<file path="config.mk">
export PLATFORM = sky130hd
export DESIGN_NAME = seq_det_ctrl
export DESIGN_NICKNAME = d
export VERILOG_FILES = /design/src/rtl/seq_det_ctrl.sv
export SDC_FILE = /design/constraint.sdc
export NUM_CORES = 1
export LEC_CHECK = 0
export BUFFER_PORTS_ARGS = -buffer_cell sky130_fd_sc_hd__buf_2
export CAP_MARGIN = 20
export CORE_AREA = 2 2 48 50
export CTS_CLUSTER_DIAMETER = 40
export DETAILED_ROUTE_END_ITERATION = 8
export DIE_AREA = 0 0 50 52
export PLACE_DENSITY = 0.73
export SLEW_MARGIN = 30
export SYNTH_ARGS = -nofsm -noshare
export SYNTH_HDL_FRONTEND = slang
export SYNTH_SLANG_ARGS = --single-unit
</file>
<file path="constraint.sdc">
create_clock -name clk -period 1.6 [get_ports clk]
set_input_delay 0.32 -clock clk [delete_from_list [all_inputs] [get_ports clk]]
set_output_delay 0.32 -clock clk [all_outputs]
set_load 0.005 [all_outputs]
</file>
<file path="src/rtl/seq_det_ctrl.sv">
// seq_det_ctrl: serialises words MSB-first into a sequence detector and counts its matches
module seq_det_ctrl #(
    parameter int WIDTH = 8,
    parameter int DRAIN = 0,
    parameter int CNT_W = 4
) (
    input  logic             clk,
    input  logic             reset,
    input  logic             in_valid,
    output logic             in_ready,
    input  logic [WIDTH-1:0] in_data,
    input  logic             in_clear,
    output logic             fsm_reset,
    output logic             fsm_x,
    input  logic             fsm_z,
    output logic             busy,
    output logic             done,
    output logic [CNT_W-1:0] match_cnt,
    output logic             overflow
);
    localparam int CMAX = (WIDTH > DRAIN) ? WIDTH : DRAIN;
    localparam int BW = $clog2(CMAX + 1);

    typedef enum logic [2:0] {S_IDLE, S_CLR, S_SHIFT, S_DRAIN, S_DONE} state_t;

    state_t           state, state_nx;
    logic [WIDTH-1:0] sreg;
    logic [BW-1:0]    bcnt;
    logic             last_bit, last_drain, accept, sample;

    assign last_bit   = bcnt == BW'(WIDTH - 1);
    assign last_drain = bcnt == BW'(DRAIN - 1);
    assign accept     = state == S_IDLE && in_valid;
    assign sample     = state == S_SHIFT || state == S_DRAIN;

    // state register
    always_ff @(posedge clk or posedge reset)
        if (reset) state <= S_IDLE;
        else       state <= state_nx;

    // next-state and outputs; the detector reset also follows the system reset directly
    always_comb begin
        state_nx  = state;
        in_ready  = state == S_IDLE;
        busy      = state != S_IDLE;
        done      = state == S_DONE;
        fsm_x     = state == S_SHIFT ? sreg[WIDTH-1] : 1'b0;
        fsm_reset = reset || state == S_CLR;
        case (state)
            S_IDLE:  state_nx = in_valid ? (in_clear ? S_CLR : S_SHIFT) : S_IDLE;
            S_CLR:   state_nx = S_SHIFT;
            S_SHIFT: state_nx = last_bit ? (DRAIN > 0 ? S_DRAIN : S_DONE) : S_SHIFT;
            S_DRAIN: state_nx = last_drain ? S_DONE : S_DRAIN;
            default: state_nx = S_IDLE;
        endcase
    end

    // shift register, bit/drain counter and saturating match counter
    always_ff @(posedge clk or posedge reset)
        if (reset) begin
            sreg      <= '0;
            bcnt      <= '0;
            match_cnt <= '0;
            overflow  <= 1'b0;
        end else begin
            if (accept) sreg <= in_data;
            else if (state == S_SHIFT) sreg <= {sreg[WIDTH-2:0], 1'b0};
            bcnt <= ((state == S_SHIFT && !last_bit) || (state == S_DRAIN && !last_drain)) ? bcnt + 1'b1 : '0;
            if (accept) begin
                match_cnt <= '0;
                overflow  <= 1'b0;
            end else if (sample && fsm_z) begin
                if (&match_cnt) overflow <= 1'b1;
                else            match_cnt <= match_cnt + 1'b1;
            end
        end
endmodule

</file>
---- After elaboration in Yosys (flattened, before gate mapping) ----
Index checks and enable logic that the tools add are counted.
W data, S select, Z words.
word-level totals
  logic and storage cells ................. 46
  output and inout port bits .............. 10
  register bits ........................... 20
  input bits .............................. 13
cells by class
  muxes and demuxes ....................... 15
  add/subtract/negate cells ............... 2
  reduce and logical (&&, ||, !) cells .... 17
  equal/unequal tests ..................... 7
operators by type and width
  operator               number
  $mux W4                4
  $mux W8                2
  $pmux W3 S4            1
  $add A4 B1 Y4 const B  2
  $eq A3 B2 Y1 const B   2
  $mux W3                2
  $reduce_bool A2 Y1     3
  $eq A4 B3 Y1 const B   1
  $eq A4 B4 Y1 const B   1
  $logic_and A1 B1 Y1    4
  $mux W1                4
  $mux W2                2
  $reduce_and A2 Y1      2
  $reduce_and A4 Y1      1
  $eq A3 B1 Y1 const B   1
  $eq A3 B3 Y1 const B   1
  $logic_not A3 Y1       1
  $logic_or A1 B1 Y1     3
  $reduce_bool A3 Y1     1
  $logic_not A1 Y1       2
  $ne A2 B2 Y1 const B   1

---- Depth between registers and ports, before layout ----
Gate-level depths: netlist of the first run.
  depth after elaboration ................. 5
  gate-level depth with buffers ........... 5
  depth with buffers taken out ............ 4

---- Worst setup path after synthesis of the first run ----
OpenSTA, ideal clock, no wires.
  path type ............................... flip-flop to output port
  from .................................... reg state[0]
  to ...................................... out in_ready
  arrival ................................. 1108 ps
  cell stages (with the launch flop) ...... 4
  required time ........................... 1280 ps
  setup slack ............................. 172 ps
  buffers on the path ..................... 1
  path through ............................ dfrtp_1 -> buf_4 -> or3_2 -> inv_1
on the way
  longest elaborated chain between the ends .. 1
RTL lines
  item                    RTL line  source
  from (decl)             26        state_t state, state_nx;
  from (signal assigned)  39        else state <= state_nx;
  $logic_not A3 Y1        44        in_ready = state == S_IDLE;
  to (decl)               10        output logic in_ready,
No other way between the ends.

---- Worst setup path after layout of the first run ----
  from .................................... reg state[0]
  to ...................................... out fsm_x
on the way
  longest elaborated chain between the ends .. 2
RTL lines
  item          RTL line  source
  $eq A3 B2 Y1  47        fsm_x = state == S_SHIFT ? sreg[WIDTH-1] : 1'b0;
  $mux W1       47
  to (decl)     14        output logic fsm_x,
No other way between the ends.

==> results of run 1 <==
==> layout by cell type, fill, tap and decap left out, types with 2 or more instances in the layout <==
cell / instances
dfrtp_1: 17
a21o_1: 2
nor2_1: 12
and3_1: 2
nand2_1: 5
nand4_1: 2
buf_6: 4
nand3_1: 4
a31oi_1: 2
ha_1: 2
buf_4: 15
o21ai_0: 5
a21oi_1: 10
clkbuf_4: 3
a22o_1: 3
xnor2_1: 2
mux2i_1: 2
dfrtp_2: 3
buf_2: 21
==> cell type report <==
| class | instances | area, um^2 | area share, % |
|---|---|---|---|
| clock buffers | 3 | 22.52 | 1.719 |
| inverters | 2 | 7.507 | 0.5731 |
| multi-input cells | 70 | 478.0 | 36.49 |
| flip-flops and latches | 20 | 504.2 | 38.49 |
| well taps | 28 | 35.03 | 2.674 |
| repair buffers | 40 | 262.8 | 20.06 |
==> kinds of logic (layout without fill, tap and decap cells) <==
kind of cell	after synthesis	after routing	share of synthesized area [%]
multiplexers	2	2	1.980
XOR/XNOR	3	3	2.599
buffers and inverters	6	45	4.455
adder cells (fa/ha/maj)	2	2	2.475
AND/OR/NAND/NOR	37	37	22.65
AO/OA/AOI/OAI	26	26	16.34
flip-flops	20	20	49.50
==> state kept, by name, summed over array words and instances (netlist names) <==
| register | cells |
|---|---|
| sreg | 8 |
| bcnt | 4 |
| match_cnt | 4 |
| state | 3 |
| overflow | 1 |
==> power by group <==
part           switching [mW]  total, mW  internal (mW)
Clock                   0.152      0.239         0.0876
Sequential              0.167      0.883          0.716
Combinational           0.500       1.07          0.575
Total                   0.819       2.20           1.38
==> synth_stat cells, drive strengths merged (2+ instances only) <==
cell type / count
dfrtp: 20
nor2: 12
a21oi: 10
o21ai: 6
nand2: 5
buf: 4
nand3: 4
a22o: 3
a21o: 2
a31oi: 2
and3: 2
ha: 2
inv: 2
mux2i: 2
nand4: 2
nor3b: 2
xnor2: 2
==> per-layer routing <==
metal	vias to the layer above	share of wire, %	GRT usage [%]
met5	-	0	0
met4	0	1.1	10.19
met3	2	3.5	3.161
met2	16	48	30.70
met1	423	47	23.76
li1	429	-	-
==> what timing repair did <==
item	in CTS	in global routing
endpoints found under the setup margin	4	12
setup buffers	10	1
gates resized for setup	8	3
pin swaps	6	1
==> through the flow <==
stage               util [%]  instances  power [mW]
finish                 62.21        163       2.197
global route           62.21        163       2.374
CTS                    61.14        162       2.164
detailed placement     55.97        150       1.825
global placement       55.97        150       1.790
floorplan                  -         96       1.535
==> critical path: cells and delay by family, from the launching register on <==
kind / cells / cell delay (ns)
buffers and inverters: 2 / 0.23
and+or+nand+nor: 2 / 0.33
DFF: 1 / 0.46
==> worst max-delay path by stage <==
stage	from	endpoint	slack, ns	depth (start not counted)
global route	state[0]$_DFF_PP0_	fsm_x	-0.07	4
finish	state[0]$_DFF_PP0_	fsm_x	-0.04	4
detailed placement	state[2]$_DFF_PP0_	match_cnt[2]$_DFFE_PP0P_	0.13	3
floorplan	state[0]$_DFF_PP0_	in_ready	0.17	3
CTS	state[0]$_DFF_PP0_	fsm_x	-0.03	4
global placement	state[2]$_DFF_PP0_	sreg[4]$_DFFE_PP0P_	0.15	3
==> reports/summary.txt, run 1 <==
Final Cycle Share - 102.3%
CTS Hold Bufs - 0
post-route ant nets - 0
pin count of the biggest net entering global routing - 21
Filler cells - 183
Post-Route WL - 2175 um
cts bufs inserted - 3
CTS tree - done
worst path arrival time - 1.32 ns
port buffer count - 22
status - complete, but fails checks
Post-Syn Area - 1011 um^2
post-synthesis sequential area ratio - 49.50%
WS Path Type - reg -> out
routability cong. - 0.7423
crit start category - flip-flop
Setup WS pre-CTS - 0.1333 ns
Ports - 23
initial antenna violation count - 0
DIE WIDTH - 50 um
CP Data Required Time - 1.28 ns
design area - 1310 um^2
failing checks - negative setup slack
share of layout cells above drive strength 1 - 41.48%
max-slew violation count - 0
global-route wire length before repair - 3581 um
Pleak - 0.6597 nW
Final WS setup - -0.03652 ns
final hold vios - 0
Die Ht - 52 um
Max Root-Sink Buffers - 2
Via Count - 870
Fmax - 611.1 MHz
Reg-to-Reg Start - state[1]$_DFF_PP0_
Max-Cap Viols - 0
Pre-antenna DRT Iters - 4
hold slack - 0.05088 ns
nets - 152
crit path cell chain - buf_6 > nor3b_4 > and2_1 > buf_2
GRT Overall Usage - 18.82%
Worst slew margin - 82.31%
vias per std cell - 5.337
H-tree Lvls - 1
syn_area_per_cell - 10.53 um^2
starting density of the core - 48.01%
Core Region - 2106 um^2
CP max FO - 4
drt first-iter violations - 22
clock root cell - clkbuf_4
# diodes - 0
HPWL Detailed - 1449 um
R2R Setup Slk - 0.10 ns
DRC - 0
dpl cell area - 1179 um^2
area leader, netlist - dfrtp_1
worst min path class - in -> async
Main synth FF type - dfrtp_1
Die ar. - 2600 um^2
Mapped Nets - 111
post-synthesis cell count - 96
skew final - 0.006006 ns
Final Setup Violations - 2
number of enable flip-flop cells after synthesis - 0
slowest CP cell - dfrtp_2
row count - 17
post-layout min period - 1.637 ns
# clock sinks - 20
Crit. End Element - primary output
measured slew at the worst slew-check pin - 0.2653 ns
reg2reg end - state[1]$_DFF_PP0_
RSZ-0062 raised after global routing - yes
ys async rst share - 100.0%
power per cell area - 1677 nW/um^2
grt ovf - 0
#FFs+latches synth - 20
dominant cells by area after synthesis - dfrtp_1, a21oi_1, nor2_1
depth of the most critical reg-to-reg path - 9
Setup TNS - -0.04893 ns
WL per Instance - 13.34 um
peak supply drop - 1.045 mV
Yosys cell types - 34
Synth-to-Final Area Change - 29.58%
vias in the first global route - 813
area share of the largest cell type after synthesis - 49.50%
Clock Latency Late Sink - 0.29 ns
clk slew on worst S/H paths - 0.11 ns
YS warnings - 0
CP peak stage delay - 0.46 ns
Power figures use the tool's default switching activity.
==> run 2: changes to the inputs <==
--- a/config.mk
+++ b/config.mk
@@ -5,13 +5,14 @@
 export SDC_FILE = /design/constraint.sdc
 export NUM_CORES = 1
 export LEC_CHECK = 0
+export ABC_AREA = 1
 export BUFFER_PORTS_ARGS = -buffer_cell sky130_fd_sc_hd__buf_2
 export CAP_MARGIN = 20
-export CORE_AREA = 2 2 48 50
+export CORE_AREA = 10 10 56 58
 export CTS_CLUSTER_DIAMETER = 40
 export DETAILED_ROUTE_END_ITERATION = 8
-export DIE_AREA = 0 0 50 52
-export PLACE_DENSITY = 0.73
+export DIE_AREA = 0 0 66 68
+export PLACE_DENSITY = 0.75
 export SLEW_MARGIN = 30
 export SYNTH_ARGS = -nofsm -noshare
 export SYNTH_HDL_FRONTEND = slang
==> reports/summary.txt, run 2 <==
status - finished, final reports clean
dominant cells by area after synthesis - dfrtp_1, nand2_1, inv_1
H-tree Lvls - 1 (unchanged)
largest registers - sreg (8), bcnt (4), match_cnt (4)
Power, Total - 2.172 mW (-1.1%)
CP delay by family, top - flip-flops
Pre-antenna DRT Iters - 4 (unchanged)
most used cell, CP - inv_2
row count - 17 (unchanged)
initial antenna violation count - 0 (unchanged)
Bufs and invs on worst path - 3 (+1)
vias in the first global route - 950 (+17%)
max-slew violation count - 0 (unchanged)
peak supply drop - 0.8101 mV (-22%)
Setup WS pre-CTS - 0.3070 ns (+0.1736 ns)
Via Count - 952 (+9.4%)
YS warnings - 0 (unchanged)
# diodes - 0 (unchanged)
most flop-heavy register - sreg
Fmax - 633.2 MHz (+3.6%)
HPWL Detailed - 1713 um (+18%)
Pleak - 0.7060 nW (+7.0%)
routability cong. - 0.8352 (+13%)
worst path arrival time - 1.26 ns (-0.06 ns)
WS Path Type - reg -> out
Post-Syn Area - 1040 um^2 (+2.8%)
DRC - 0 (unchanged)
pin count of the biggest net entering global routing - 21 (unchanged)
measured slew at the worst slew-check pin - 0.2595 ns (-0.005769 ns)
drt first-iter violations - 14 (-36%)
area leader, netlist - dfrtp_1
Core Region - 2106 um^2 (unchanged)
Synth-to-Final Area Change - 18.29%
design area - 1230 um^2 (-6.1%)
post-synthesis sequential area ratio - 48.13% (-1.4 points)
#FFs+latches synth - 20 (unchanged)
Final Cycle Share - 98.70% (-3.6 points)
# clock sinks - 20 (unchanged)
worst min path class - in -> async
Max Root-Sink Buffers - 2 (unchanged)
Crit. End Element - primary output
grt ovf - 0 (unchanged)
crit start category - flip-flop
dpl cell area - 1195 um^2 (+1.4%)
Die ar. - 4488 um^2 (+73%)
Main synth FF type - dfrtp_1
GRT Overall Usage - 10.71% (-8.1 points)
skew final - 0.003178 ns (-0.002828 ns)
CTS Hold Bufs - 0 (unchanged)
clk slew on worst S/H paths - 0.11 ns (about the same)
nets - 183 (+20%)
Max-Cap Viols - 0 (unchanged)
most numerous cell in the Yosys netlist - nand2_1
DIE WIDTH - 66 um (+32%)
starting density of the core - 49.38% (+1.4 points)
global-route wire length before repair - 3815 um (+6.5%)
post-synthesis cell count - 139 (+45%)
syn_area_per_cell - 7.480 um^2 (-29%)
area share of the largest cell type after synthesis - 48.13% (-1.4 points)
post-route ant nets - 0 (unchanged)
Worst slew margin - 82.65% (+0.33 points)
final hold vios - 0 (unchanged)
clock root cell - clkbuf_4
Post-Route WL - 2197 um (+1.0%)
port buffer count - 22 (unchanged)
slowest CP cell - dfrtp_1
max reg flops - 8 (unchanged)
final core occ - 58.41% (-3.8 points)
Clock Latency Late Sink - 0.30 ns (about the same)
share of layout cells above drive strength 1 - 24.10% (-17 points)
cts bufs inserted - 3 (unchanged)
ys async rst share - 100.0% (unchanged)
commonest cells after routing, fill and taps aside - nand2_1, buf_2, dfrtp_1
Ports - 23 (unchanged)
RSZ-0062 raised after global routing - yes
post-layout min period - 1.579 ns (-0.05731 ns)
Die Ht - 68 um (+31%)
CTS tree - done
WL per Instance - 11.32 um (-15%)
power per cell area - 1766 nW/um^2 (+5.3%)
vias per std cell - 4.907 (-8.1%)
Yosys cell types - 23 (-32%)
Mapped Nets - 154 (+39%)
CP peak stage delay - 0.43 ns (-0.03 ns)
number of enable flip-flop cells after synthesis - 0 (unchanged)
crit path cell chain - inv_2 > nand2_2 > nor2_4 > inv_2 > nor2_1 > buf_2
most common cell after layout, fill and taps aside - nand2_1
Final Setup Violations - 0 (-2)
CP max FO - 5 (+1)
CP Data Required Time - 1.28 ns (about the same)
Final WS setup - 0.02079 ns (+0.05731 ns)
hold slack - 0.07174 ns (+0.02086 ns)
Synth top cells by count - nand2_1, dfrtp_1, inv_1, nand3_1, nor2_1
[run 2: cell types whose count changed after synthesis, moves of 3 or more]
cell / previous run / this run
a21oi_1: 10 / 3
a22o_1: 3 / 0
inv_1: 2 / 14
inv_2: 0 / 4
nand2_1: 5 / 58
nand3_1: 4 / 9
nor2_1: 12 / 9
o21ai_0: 5 / 1
[run 2: layout make-up]
| cell class | count | area, um^2 |
|---|---|---|
| Tap cell | 28 | 35.03 |
| Inverter | 18 | 67.56 |
| Sequential cell | 20 | 503.0 |
| Fill cell | 210 | 875.8 |
| Multi-Input combinational cell | 99 | 461.7 |
| Clock buffer | 3 | 22.52 |
| Timing Repair Buffer | 26 | 140.1 |
[run 2: layer usage]
layer | up-vias | global-route usage, % | wire length [um]
met5 | - | 0 | 0
met3 | 5 | 3.752 | 190
met1 | 426 | 11.26 | 950
met4 | 0 | 5.497 | 47
met2 | 31 | 18.72 | 1009
li1 | 490 | - | -
[run 2: final timing paths]
check / start / end / slack, ns / cells past startpoint
setup reg to reg: match_cnt[0]$_DFFE_PP0P_ / match_cnt[0]$_DFFE_PP0P_ / 0.30 / 7
max in group asynchronous: reset / state[0]$_DFF_PP0_ / 1.31 / 3
hold reg to reg: bcnt[0]$_DFF_PP0_ / bcnt[0]$_DFF_PP0_ / 0.47 / 1
min in group clk: in_data[0] / sreg[0]$_DFFE_PP0P_ / 0.22 / 3
hold / removal: reset / bcnt[0]$_DFF_PP0_ / 0.07 / 3
setup / recovery: state[2]$_DFF_PP0_ / fsm_x / 0.02 / 6
[run 2: metrics by stage]
step / instances / TNS, ns
global route: 194 / -0.1134
detailed placement: 190 / 0
finish: 194 / 0
floorplan: 139 / 0
global placement: 190 / 0
CTS: 193 / 0
[run 2: kinds of logic (layout without fill, tap and decap cells)]
| group | count (synthesis) | count (layout) | share of synthesized area (%) |
|---|---|---|---|
| simple gates | 87 | 87 | 35.86 |
| flops | 20 | 20 | 48.13 |
| buf+inv | 20 | 47 | 7.701 |
| compound gates | 8 | 8 | 4.212 |
| fa+ha+maj | 2 | 2 | 2.406 |
| xor+xnor | 2 | 2 | 1.685 |
[run 2: worst reg2reg max path, cell delays in order (launching register included)]
cell and delay, ns:
dfrtp_1 0.45, ha_1 0.24, nand2_1 0.08, nor2_1 0.07, nor2_1 0.18, nand2_1 0.07
nand2_1 0.06, nor2_1 0.04
[run 2: power by group]
part | total [mW] | switching [mW] | internal (mW)
combinational | 1.03 | 0.608 | 0.417
sequential | 0.912 | 0.189 | 0.723
clock | 0.235 | 0.147 | 0.0878
total | 2.17 | 0.945 | 1.23
[run 2: timing repair]
| action | in CTS | in global routing |
|---|---|---|
| pin swaps | 0 | 1 |
| cloned | 0 | 0 |
| setup endpoints to repair | 1 | 2 |
| gates resized for setup | 1 | 2 |
| buffers inserted | 0 | 1 |
